### src/rtl/irq_arbiter_pkg.sv
// Shared definitions for the interrupt arbiter: default source count,
// index-width derivation and the arbitration FSM state encoding.
package irq_arbiter_pkg;

  localparam int N_SRC_DEF = 16;

  // Width needed to index n sources; never narrower than one bit.
  function automatic int id_width(input int n);
    return (n < 2) ? 1 : $clog2(n);
  endfunction

  localparam int ID_W_DEF = id_width(N_SRC_DEF);

  typedef enum logic [0:0] {
    IDLE   = 1'b0,
    ACTIVE = 1'b1
  } state_e;

endpackage

### src/rtl/irq_prio_enc.sv
// Fixed-priority encoder: returns the lowest set index of req_i (bit 0 wins)
// together with a flag telling whether any bit was set at all.
module irq_prio_enc
  import irq_arbiter_pkg::*;
#(
  parameter int N = N_SRC_DEF,
  parameter int W = id_width(N)
) (
  input  logic [N-1:0] req_i,
  output logic [W-1:0] idx_o,
  output logic         valid_o
);

  // Scan from the top down so the last hit recorded is the smallest index.
  always_comb begin
    idx_o   = '0;
    valid_o = 1'b0;
    for (int i = N - 1; i >= 0; i--) begin
      if (req_i[i]) begin
        idx_o   = W'(i);
        valid_o = 1'b1;
      end else begin
        idx_o   = idx_o;
        valid_o = valid_o;
      end
    end
  end

endmodule

### src/rtl/irq_arbiter.sv
// Edge-triggered, fixed-priority, non-preemptive interrupt arbiter.
// Rising edges on irq_src_i latch a pending bit; the lowest enabled pending
// source is handed to the core and held until the core signals return.
module irq_arbiter
  import irq_arbiter_pkg::*;
#(
  parameter int N_SRC = N_SRC_DEF,
  parameter int ID_W  = id_width(N_SRC)
) (
  input  logic             clk_i,
  input  logic             rst_ni,
  input  logic [N_SRC-1:0] irq_src_i,
  input  logic [N_SRC-1:0] irq_en_i,
  input  logic             irq_ret_i,
  output logic             irq_req_o,
  output logic [ID_W-1:0]  irq_id_o,
  output logic [N_SRC-1:0] irq_ack_o
);

  state_e           state_q, state_d;
  logic [N_SRC-1:0] pending_q, pending_d;
  logic [N_SRC-1:0] src_q, src_d;
  logic             armed_q, armed_d;
  logic             req_q, req_d;
  logic [ID_W-1:0]  id_q, id_d;
  logic [N_SRC-1:0] ack_q, ack_d;

  logic [N_SRC-1:0] edge_s;
  logic [N_SRC-1:0] cand_s;
  logic [N_SRC-1:0] cur_onehot_s;
  logic [N_SRC-1:0] clr_s;
  logic [ID_W-1:0]  sel_idx_s;
  logic             sel_valid_s;

  // armed_q is low on the first cycle after reset so a line already high
  // at that point only primes src_q instead of counting as an edge.
  assign edge_s       = irq_src_i & ~src_q & {N_SRC{armed_q}};
  assign cand_s       = pending_q & irq_en_i;
  assign cur_onehot_s = N_SRC'(1'b1) << id_q;

  irq_prio_enc #(
    .N (N_SRC),
    .W (ID_W)
  ) u_prio_enc (
    .req_i   (cand_s),
    .idx_o   (sel_idx_s),
    .valid_o (sel_valid_s)
  );

  // Next-state logic: grant in IDLE, hold in ACTIVE until return; edge set wins over clear.
  always_comb begin
    state_d = state_q;
    id_d    = id_q;
    ack_d   = '0;
    clr_s   = '0;
    src_d   = irq_src_i;
    armed_d = 1'b1;
    case (state_q)
      IDLE: begin
        if (sel_valid_s) begin
          state_d = ACTIVE;
          id_d    = sel_idx_s;
        end else begin
          state_d = IDLE;
        end
      end
      ACTIVE: begin
        if (irq_ret_i) begin
          state_d = IDLE;
          clr_s   = cur_onehot_s;
          ack_d   = cur_onehot_s;
        end else begin
          state_d = ACTIVE;
        end
      end
      default: begin
        state_d = IDLE;
      end
    endcase
    pending_d = (pending_q & ~clr_s) | edge_s;
    req_d     = (state_d == ACTIVE);
  end

  // State registers with synchronous active-low reset; edges seen during reset are dropped.
  always_ff @(posedge clk_i) begin
    if (!rst_ni) begin
      state_q   <= IDLE;
      pending_q <= '0;
      src_q     <= '0;
      armed_q   <= 1'b0;
      req_q     <= 1'b0;
      id_q      <= '0;
      ack_q     <= '0;
    end else begin
      state_q   <= state_d;
      pending_q <= pending_d;
      src_q     <= src_d;
      armed_q   <= armed_d;
      req_q     <= req_d;
      id_q      <= id_d;
      ack_q     <= ack_d;
    end
  end

  assign irq_req_o = req_q;
  assign irq_id_o  = id_q;
  assign irq_ack_o = ack_q;

endmodule

### config.mk
export PLATFORM = sky130hd
export DESIGN_NAME = irq_arbiter
export DESIGN_NICKNAME = d
export VERILOG_FILES = /design/src/rtl/irq_arbiter_pkg.sv /design/src/rtl/irq_prio_enc.sv /design/src/rtl/irq_arbiter.sv
export SDC_FILE = /design/constraint.sdc
export NUM_CORES = 1
export LEC_CHECK = 0
export CORE_ASPECT_RATIO = 0.75
export CORE_MARGIN = 2
export CORE_UTILIZATION = 50
export DETAILED_ROUTE_END_ITERATION = 16
export PLACE_DENSITY = 0.82
export SKIP_CTS_REPAIR_TIMING = 1
export SLEW_MARGIN = 5
export SYNTH_ARGS = -nofsm -noshare
export SYNTH_HDL_FRONTEND = slang
export SYNTH_HIERARCHICAL = 1
export SYNTH_SLANG_ARGS = --single-unit
export TNS_END_PERCENT = 50
### constraint.sdc
create_clock -name clk_i -period 3.3 [get_ports clk_i]
set_input_delay 0.495 -clock clk_i [delete_from_list [all_inputs] [get_ports clk_i]]
set_output_delay 0.495 -clock clk_i [all_outputs]
set_load 0.1 [all_outputs]
==> flow_summary.ini, run 1 <==
[outcome]
status = complete, no violations

[worst_hold_path]
whs_path_depth = 2
hp-class = reg2reg

[synth]
yosys_warnings = 6
ys_seq_elements = 54
ys_types = 34
synth-edff-count = 0
syn_inst = 219
synth_area_um2 = 2100
async_flop_share = 0
syn_avg_cell_area_um2 = 9.61
ys_seq_area_frac = 0.514
synth_top_flop_cell = dfxtp_1
syn_nets = 254

[final_layout]
syn_to_final_growth_pct = 32.0
layout-drive-gt1-share = 0.0806
diodes = 0
final_cell_area_um2 = 2780
final_common_cell = dfxtp_1
fin_nets = 308
final_cell_mix = dfxtp_1 (54), clkdlybuf4s50_1 (50), and2_1 (33)

[critical_path]
rr_worst_depth = 7
worstPathBufferInverterCount = 1
criticalPathCategory = reg2out
worstPathCellList = clkdlybuf4s50_1
cpMaxStageDelayCell = clkdlybuf4s50_1
worst_path_largest_cell_delay_ns = 1.14
critPathRequiredTime_ns = 2.80
path_delay_family = buffers and inverters
worst_ep_arrival_time_ns = 1.78
cp_max_fo = 1
path_depth = 1
startpoint_type = register
end_kind = output pin

[place]
numPortBuffers = 55
gp_congestion = 0.824
dp_hpwl_um = 3520
dpl_cell_area_um2 = 2670

[sta]
max_freq_mhz = 439
drv_slew = 0
clock_skew_ns = 0.00188
slew_headroom = 0.347
worstMarginPinSlew_ns = 0.976
grt_setup_unrepaired = no
hold_viol = 0
min_period_ns = 2.28
fin_crit_sh = 0.690
setup_viol = 0
tns_ns = 0

[clocking]
root_buffer = clkbuf_8
cts_tree = done
clk_latency_ns = 0.30
clk_pin_slew_ns = 0.09
cts_made_buffers = 5
clock-sinks = 54
clk_path_buf_depth = 2
cts_max_level = 2

[die]
die_h_um = 60.2
initial_core_util = 0.519
die_area_um2 = 4750
fp.dieW_um = 78.9
io_pins = 56
core-area_um2 = 4050
rows = 20

[power]
p_leak_uw = 0.00110
total_power_uw = 1460
peakVddDrop_mv = 0.257
p_per_area_nw_per_um2 = 526

[grt]
grt_first_pass_wirelength_um = 7620
antenna_found_initial = 0
grt_pass1_vias = 1617
grt_overflow = 0
grt_start_max_net_pins = 32
groute.usage.overall = 0.214

[routing]
drtIter0Drc = 112
ant_nets = 0
wirelength_um = 4790
vias_per_cell = 5.20
vias = 1704
drc = 0
avgRoutedWirePerCell_um = 14.6
dr.pass1.iters = 4

[job]
max-cap-violations = 0
[state kept, by name, indices dropped and copies added (netlist names)]
signal and cells:
irq_req_o 1, pending_q 16, armed_q 1, src_q 16, irq_ack_o 16, irq_id_o 4
[cells by family (layout without fill, tap and decap cells)]
| group | Yosys count | after routing | synth area share |
|---|---|---|---|
| buffers and inverters | 12 | 66 | 0.0279 |
| multiplexers | 4 | 4 | 0.0190 |
| flip-flops | 54 | 54 | 0.514 |
| AO/OA/AOI/OAI | 26 | 26 | 0.0933 |
| AND/OR/NAND/NOR | 123 | 123 | 0.346 |
[area by class of cell]
class	count	area, µm²
Tap cell	55	68.8
Fill cell	340	1270
Clock buffer	5	68.8
Sequential cell	54	1080
Multi-Input combinational cell	153	965
Clock inverter	2	38.8
Inverter	3	11.3
Timing Repair Buffer	56	546
[cells in the mapped netlist, types with 2 or more instances]
cell type / number / area share
nor2_1: 18 / 0.032
nand3b_1: 18 / 0.064
nor4_2: 2 / 0.012
o311ai_1: 6 / 0.025
a21oi_1: 4 / 0.0095
mux2i_1: 4 / 0.019
nor2b_1: 7 / 0.021
nand2b_1: 3 / 0.0089
nor3_1: 7 / 0.017
buf_2: 5 / 0.012
inv_1: 3 / 0.0054
clkbuf_1: 3 / 0.0054
dfxtp_1: 54 / 0.51
nand2_1: 23 / 0.041
and2_1: 33 / 0.098
o211ai_1: 9 / 0.032
nand3_1: 3 / 0.0071
[metrics by stage]
stage | utilization | hold slack [ns] | worst slack, ns | instances
floorplan | - | 0.437 | 1.42 | 219
finish | 0.685 | 0.463 | 1.02 | 328
detailed placement | 0.659 | 0.453 | 0.950 | 321
global placement | 0.659 | 0.451 | 0.980 | 321
global route | 0.685 | 0.493 | 1.00 | 328
CTS | 0.685 | 0.469 | 1.02 | 328
[power by group]
part	switching, µW	total [µW]	leakage, µW	internal [µW]
clock network	208	432	0.0000542	223
registers	40.7	729	0.000444	689
logic	180	301	0.000605	121
total	429	1460	0.00110	1030
[metal layers]
| metal | vias up | routed length [µm] | global-route usage |
|---|---|---|---|
| met5 | - | 0 | 0 |
| met3 | 6 | 296 | 0.0423 |
| li1 | 861 | - | - |
| met1 | 775 | 2330 | 0.296 |
| met2 | 62 | 2120 | 0.344 |
| met4 | 0 | 46 | 0.0616 |
[final timing paths]
kind / startpoint / slack [ns] / to
setup / recovery: irq_ack_o[9]$_SDFF_PN0_ / 1.02 / irq_ack_o[9]
hold / removal: armed_q$_DFF_P_ / 0.46 / pending_q[14]$_SDFF_PN0_
setup reg to reg: pending_q[10]$_SDFF_PN0_ / 1.51 / irq_id_o[2]$_SDFFE_PN0P_
hold reg to reg: armed_q$_DFF_P_ / 0.46 / pending_q[14]$_SDFF_PN0_
No activity file was read; power rests on OpenSTA's default activity.
==> run 2: changes to the inputs <==
- CORE_UTILIZATION: 50 -> 47
- PLACE_DENSITY: 0.82 -> 0.78
- clock period: 3.3 -> 2.15 ns (I/O delays scaled with it)
==> run 2 against run 1 <==
Against the previous run:
- core utilization down 5.3 points
- design area shrank 0.18%
- clock skew rose by 0.0041 ns
- sequential power rose by 52%
- critical path type is now in2reg
- critical endpoint is now irq_id_o[1]$_SDFFE_PN0P_
==> flow_summary.ini, run 2 (synthesized netlist as in run 1, its figures left out) <==
[clocking]
clk_path_buf_depth = 2
clk_pin_slew_ns = 0.10
cts_tree = done
clk_latency_ns = 0.31
cts_made_buffers = 5
cts_max_level = 2
root_buffer = clkbuf_8
clock-sinks = 54

[worst_hold_path]
whs_path_depth = 2
hp-start = src_q[15]$_SDFF_PN0_
hp-class = reg2reg
min_to = pending_q[15]$_SDFF_PN0_

[grt]
groute.usage.overall = 0.202
grt_pass1_vias = 1521
grt_first_pass_wirelength_um = 7400
grt_overflow = 0
antenna_found_initial = 0
grt_start_max_net_pins = 40

[critical_path]
critPathRequiredTime_ns = 2.36
worstPathCellList = clkdlybuf4s50_1 -> and2_1 -> nor4_2 -> and3_1 -> nand4_1 -> nor2b_1 -> mux2i_1 -> nor2b_1
criticalPathCategory = in2reg
cpMaxStageDelayCell = clkdlybuf4s50_1
cp_common_cell = nor2b_1
cp_max_fo = 5
startpoint_type = primary input
rr_worst_depth = 7
worst_path_largest_cell_delay_ns = 0.46
rr_endpoint = irq_id_o[1]$_SDFFE_PN0P_
worst_ep_arrival_time_ns = 2.07
worst-r2r-setup-slack_ns = 0.41
end_kind = register
r2r-start = pending_q[9]$_SDFF_PN0_

[routing]
vias = 1718
drtIter0Drc = 66
highest_layer = met4
drt-met1-wl_um = 2410
wirelength_um = 4810
avgRoutedWirePerCell_um = 14.4
drc = 0
dr_wl_met2_um = 2030
met3_length_um = 315
dr.pass1.iters = 4
vias_per_cell = 5.14
ant_nets = 0

[power]
peakVddDrop_mv = 0.451
p_leak_uw = 0.00116
p_per_area_nw_per_um2 = 800

[sta]
hold_viol = 0
setup_slack_ns = 0.292
worstMarginPinSlew_ns = 0.533
setup_viol = 0
fin_crit_sh = 0.864
max_freq_mhz = 538
min_period_ns = 1.86
drv_slew = 0
grt_setup_unrepaired = no
tns_ns = 0
clock_skew_ns = 0.00595
slew_headroom = 0.645

[final_layout]
layout-drive-gt1-share = 0.152
final_cell_area_um2 = 2770
final_cell_mix = dfxtp_1 (54), clkdlybuf4s50_1 (34), and2_1 (33)
regArea_um2 = 1080
diodes = 0
final_common_cell = dfxtp_1
fin_util = 0.632
syn_to_final_growth_pct = 31.8
multi_input_area_um2 = 965
fin_nets = 311
fill_cells = 379

[die]
die_area_um2 = 5030
rows = 21
core-area_um2 = 4390
initial_core_util = 0.480
fp.dieW_um = 81.3
io_pins = 56
die_h_um = 62.0

[place]
numPortBuffers = 55
gp_congestion = 0.854
dp_hpwl_um = 3550
dpl_cell_area_um2 = 2670
dpl_worst_slack_ns = -0.0385

[job]
max-cap-violations = 0

[outcome]
status = complete, no violations
## run 2: final cells by class
type                            instances  area share
Clock buffer                            7      0.0347
Clock inverter                          1     0.00316
Inverter                                3     0.00406
Multi-Input combinational cell        153       0.348
Sequential cell                        54       0.390
Tap cell                               57      0.0257
Timing Repair Buffer                   59       0.195
## run 2: worst max-delay path by stage
stage                                        start                       end  cells past startpoint  slack, ns
after floorplan           irq_id_o[0]$_SDFFE_PN0P_   pending_q[1]$_SDFF_PN0_                      4       0.27
after global placement                irq_en_i[10]  irq_id_o[0]$_SDFFE_PN0P_                      8       0.02
after detailed placement              irq_en_i[10]  irq_id_o[1]$_SDFFE_PN0P_                      8      -0.04
after CTS                             irq_en_i[10]  irq_id_o[1]$_SDFFE_PN0P_                      8       0.29
after global routing                  irq_en_i[10]  irq_id_o[1]$_SDFFE_PN0P_                      8       0.18
final                                  irq_en_i[9]  irq_id_o[1]$_SDFFE_PN0P_                      8       0.29
## run 2: metal layers
layer	vias to the layer above	GRT usage
li1	869	-
met1	785	0.290
met2	57	0.301
met3	7	0.0491
met4	0	0.0654
met5	-	0
## run 2: worst max-delay path, delay by kind of cell
kind,cells,cell delay (ns)
buffers and inverters,1,0.46
AND/OR/NAND/NOR,6,1.03
multiplexers,1,0.25
## run 2: stage by stage
stage               total power [µW]  hold slack [ns]  cells
finish                          2220            0.473    334
detailed placement              1610            0.460    326
CTS                             2230            0.475    334
floorplan                       1450            0.350    219
global placement                1600            0.449    326
global route                    2310            0.496    334
## run 2: power breakdown
| part | internal, µW | total (µW) | leakage [µW] | switching [µW] |
|---|---|---|---|---|
| Clock | 296 | 625 | 0.0000544 | 329 |
| Combinational | 198 | 484 | 0.000657 | 285 |
| Sequential | 1060 | 1110 | 0.000444 | 52.6 |
| Total | 1550 | 2220 | 0.00116 | 667 |
==> variant 1, RTL diff (config.mk and constraints of run 2) <==
Change the package constant `N_SRC_DEF` from 16 to 17.
--- a/src/rtl/irq_arbiter_pkg.sv
+++ b/src/rtl/irq_arbiter_pkg.sv
@@ -4,3 +4,3 @@
 
-  localparam int N_SRC_DEF = 16;
+  localparam int N_SRC_DEF = 17;
 
Interface: changed (resized irq_ack_o, irq_en_i, irq_id_o and irq_src_i); port bits go from 56 to 60. No check against the original RTL was run, so the function may have changed too.
==> variant 1 against run 2 <==
- worst setup slack worse by 0.17 ns
- sequential share of layout area is 2.2 points lower
- power is 20% higher
- synthesized cell count is 11% higher
- register-to-register slack worse by 0.19 ns
- sequential cell count is 4 higher
- final area is 14% higher
- area after synthesis is 8.0% higher
- wire length is 9.4% higher
- die area is 7.6% higher
- clock power is 51% higher
==> variant 1: results (changes against run 2) <==
The gate count of the mapped netlist came out at 243 (was 219). The global-route met3 utilization is 10.5% (was 4.91%). The count of cell types in the netlist came out at 33 (was 34). The static leakage is 1.33 nW (was 1.16 nW). The number of nets at the end of the flow was 358 (was 311). The latest clock arrival within the worst-skew pair came out at 0.33 ns (was 0.31 ns). The overall global routing resource usage is 21.2% (was 20.2%). The detailed-route via count is 1957 (was 1718). The total CTS buffers was 9 (was 5). The register bit total from synthesis came to 58 (was 54). The clock slew at the register clock pins of the worst setup and hold paths came out at 0.06 ns (was 0.10 ns).

The count of buffers from port buffering is 59 (was 55). The delay of the slowest critical-path stage came out at 0.39 ns (was 0.46 ns). The fraction of the yosys area taken by sequential cells came to 51.1% (was 51.4%).

The maximum number of pins on one net before global-route repair is 23 (was 40). The met1 track utilization from global routing came out at 25.7% (was 29.0%). The detailed-route wire length is 5270 microns (was 4810 microns). The post-placement cell count is 367 (was 326). Result of the run: finished, final reports clean (unchanged). The data arrival time of the worst path came out at 2.29 ns (was 2.07 ns).

The first-pass GRT wire length is 8740 microns (was 7400 microns). The starting DRC count in detailed routing is 119 (was 66). The count of H-tree levels built during CTS came out at 3 (was 2). The placed wire-length estimate after detailed placement is 3920 microns (was 3550 microns).

The peak supply drop came out at 0.548 mV (was 0.451 mV). The clock tree skew after final layout came out at 0.00659 ns (was 0.00595 ns). The worst reg2reg path depth is 8 (was 7). The final weighted congestion in routability-driven placement is 0.841 (was 0.854). The number of nets in the synthesized netlist came out at 280 (was 254). The total net switching power is 0.742 mW (was 0.667 mW). The count of filler cells inserted in the layout came out at 358 (was 379).

The highest net fanout along the worst path came out at 6 (was 5). The number of global-route vias before repair came out at 1886 (was 1521). Area contributors post-synth: sky130_fd_sc_hd__dfxtp_1 (51%), sky130_fd_sc_hd__and2_1 (9.6%), sky130_fd_sc_hd__nand3b_1 (5.9%) (was sky130_fd_sc_hd__dfxtp_1 (51%), sky130_fd_sc_hd__and2_1 (9.8%), sky130_fd_sc_hd__nand3b_1 (6.4%)). The worst-margin pin slew is 0.640 ns (was 0.533 ns). The slowest library cell on the worst path was sky130_fd_sc_hd__clkdlybuf4s50_1 (unchanged).

The global-route met2 utilization is 32.3% (was 30.1%). The share of layout cells above drive strength 1 is 19.7% (was 15.2%).
## variant 1: power by group through the flow
stage                     Sequential, mW  Clock (mW)  Combinational [mW]
final                               1.20       0.946               0.518
after global routing                1.21        1.03               0.556
after CTS                           1.20       0.963               0.518
after detailed placement            1.22           0               0.515
after global placement              1.22           0               0.507
after floorplan                     1.31           0               0.247
## variant 1: logic make-up after synthesis
kind of cell	count (synthesis)	synth area share [%]
compound gates	28	8.48
buf+inv	17	3.63
flops	58	51.1
mux	5	2.20
simple gates	135	34.6
## variant 1: worst paths after layout
check	endpoint	slack, ns	startpoint
min reg2reg	pending_q[3]$_SDFF_PN0_	0.47	pending_q[3]$_SDFF_PN0_
max reg2reg	irq_id_o[4]$_SDFFE_PN0P_	0.22	pending_q[14]$_SDFF_PN0_
min	pending_q[3]$_SDFF_PN0_	0.47	pending_q[3]$_SDFF_PN0_
max	irq_id_o[4]$_SDFFE_PN0P_	0.13	irq_en_i[14]
## variant 1: cell type report
class	count	area, sq um	share of cell area (%)
flip-flops and latches	58	1160	36.8
multi-input cells	168	1040	32.8
repair buffers	79	683	21.6
clock buffers	12	145	4.60
well taps	57	71.3	2.26
clock inverters	3	40.0	1.27
inverters	5	18.8	0.595
## variant 1: metrics by stage
stage	area, sq um	worst slack (ns)	hold slack (ns)	util (%)
after floorplan	2270	0.204	0.350	-
after global placement	2960	-0.199	0.459	65.2
final	3160	0.126	0.474	69.4
after global routing	3160	0.0286	0.490	69.4
after detailed placement	2960	-0.217	0.468	65.2
after CTS	3150	0.104	0.478	69.3
## variant 1: per-layer routing
metal / vias to the layer above / part of all wire, %
li1: 993 / -
met1: 896 / 45
met2: 62 / 45
met3: 6 / 8.9
met4: 0 / 1.1
met5: - / 0
## variant 1: worst min-delay path, delay by kind of cell (launching register included)
kind	cells	cell delay [ns]
simple gates	1	0.05
flops	1	0.30
compound gates	1	0.08
==> variant 2, RTL diff (config.mk and constraints of run 2) <==
Without the edit above. The output `irq_ack_o` loses its register stage (`ack_q` becomes a continuous assignment).
--- a/src/rtl/irq_arbiter.sv
+++ b/src/rtl/irq_arbiter.sv
@@ -92,3 +92,2 @@
       id_q      <= '0;
-      ack_q     <= '0;
     end else begin
@@ -100,5 +99,6 @@
       id_q      <= id_d;
-      ack_q     <= ack_d;
     end
   end
+
+  assign ack_q = ack_d;
 
Check against the original RTL: not equivalent (Yosys sat finds a counterexample within 4 cycles, from zero or initial values and one cycle with rst_ni low).
==> variant 2 against run 2 <==
- power down 17%
- worst setup slack lost 0.12 ns
- count of clock-buffer cells in the layout fell by 1
- largest cell class is now multi-input gates
- final area shrank 6.0%
- synthesized cell count fell by 12%
- area after synthesis decreased by 22%
- sequential cell count decreased by 16
- wire length is 12% lower
- critical path type is now in2out
==> variant 2: results (changes against run 2) <==
Result of the run: finished, final reports clean (unchanged). The count of cell types in the netlist was 28 (was 34). The share of layout cells above drive strength 1 came out at 23.1% (was 15.2%). The total net switching power is 0.589 mW (was 0.667 mW).

The clock slew at the register clock pins of the worst setup and hold paths came to 0.07 ns (was 0.10 ns). The beginning of the worst hold path is pending_q[2]$_SDFF_PN0_ (was src_q[15]$_SDFF_PN0_). The number of global-route vias before repair is 1599 (was 1521). The final worst hold slack came to 0.449 ns (was 0.473 ns).

The number of nets in the synthesized netlist is 228 (was 254). The fraction of the yosys area taken by sequential cells came out at 46.1% (was 51.4%). The number of vias per cell was 5.31 (was 5.14). The overall global routing resource usage came out at 23.2% (was 20.2%). The number of nets at the end of the flow is 289 (was 311).

The maximum number of pins on one net before global-route repair came out at 39 (was 40). The final weighted congestion in routability-driven placement came out at 0.910 (was 0.854). The clock tree skew after final layout is 0.00314 ns (was 0.00595 ns). The static leakage came out at 0.974 nW (was 1.16 nW). The end point of the critical path is irq_ack_o[14] (was irq_id_o[1]$_SDFFE_PN0P_). The power in sequential cells came out at 0.817 mW (was 1.11 mW). The timing startpoint of the critical path is irq_ret_i (was irq_en_i[9]). The starting DRC count in detailed routing came out at 75 (was 66). The worst-margin pin slew came out at 0.652 ns (was 0.533 ns). The count of filler cells inserted in the layout came out at 233 (was 379). The data arrival time of the worst path was 1.66 ns (was 2.07 ns). The peak supply drop came to 0.505 mV (was 0.451 mV). The origin of the critical flop-to-flop path is pending_q[11]$_SDFF_PN0_ (was pending_q[9]$_SDFF_PN0_).

The detailed-route wire length came out at 4220 microns (was 4810 microns).
-- variant 2: cell count changes in the layout (fill, tap and decap cells not counted), sizes merged, moves of 2 or more --
cell    delta
nand3      -3
nand4b     +2
o211ai    -10
o21ai     +16
dfxtp     -16
o311ai     -6
nand3b     -3
buf        +2
-- variant 2: logic make-up (layout without fill, tap and decap cells) --
logic type / after synthesis / after routing / synth area share (%)
simple gates: 115 / 115 / 40.1
flops: 38 / 38 / 46.1
compound gates: 26 / 26 / 8.72
buf+inv: 10 / 72 / 2.65
mux: 4 / 4 / 2.43
-- variant 2: area by class of cell --
class	instances	area [sq um]	area share (%)
inverter	3	11.3	0.432
tap	40	50.0	1.92
clock inverter	2	10.0	0.384
timing repair buffer	61	743	28.5
multi-input combinational	145	926	35.5
clock buffer	6	93.8	3.60
sequential	38	774	29.7
-- variant 2: stage by stage --
step / power (mW) / worst slack [ns] / std cells
finish: 1.83 / 0.171 / 295
global route: 1.92 / 0.0648 / 295
CTS: 1.84 / 0.163 / 295
detailed placement: 1.30 / -0.0936 / 287
global placement: 1.28 / 0.0461 / 287
floorplan: 1.14 / -0.199 / 193
-- variant 2: metal layers --
| layer | global-route usage [%] | part of all wire (%) | vias to the layer above |
|---|---|---|---|
| met5 | 0 | 0 | - |
| met4 | 7.41 | 2.1 | 0 |
| met3 | 5.29 | 6.6 | 14 |
| met2 | 36.0 | 46 | 68 |
| met1 | 32.0 | 45 | 716 |
| li1 | - | - | 769 |
-- variant 2: critical path, stage by stage --
cell,delay [ns]
sky130_fd_sc_hd__clkdlybuf4s50_1,0.54
sky130_fd_sc_hd__nand4_1,0.22
sky130_fd_sc_hd__buf_4,0.23
sky130_fd_sc_hd__nor2_4,0.14
sky130_fd_sc_hd__buf_12,0.19
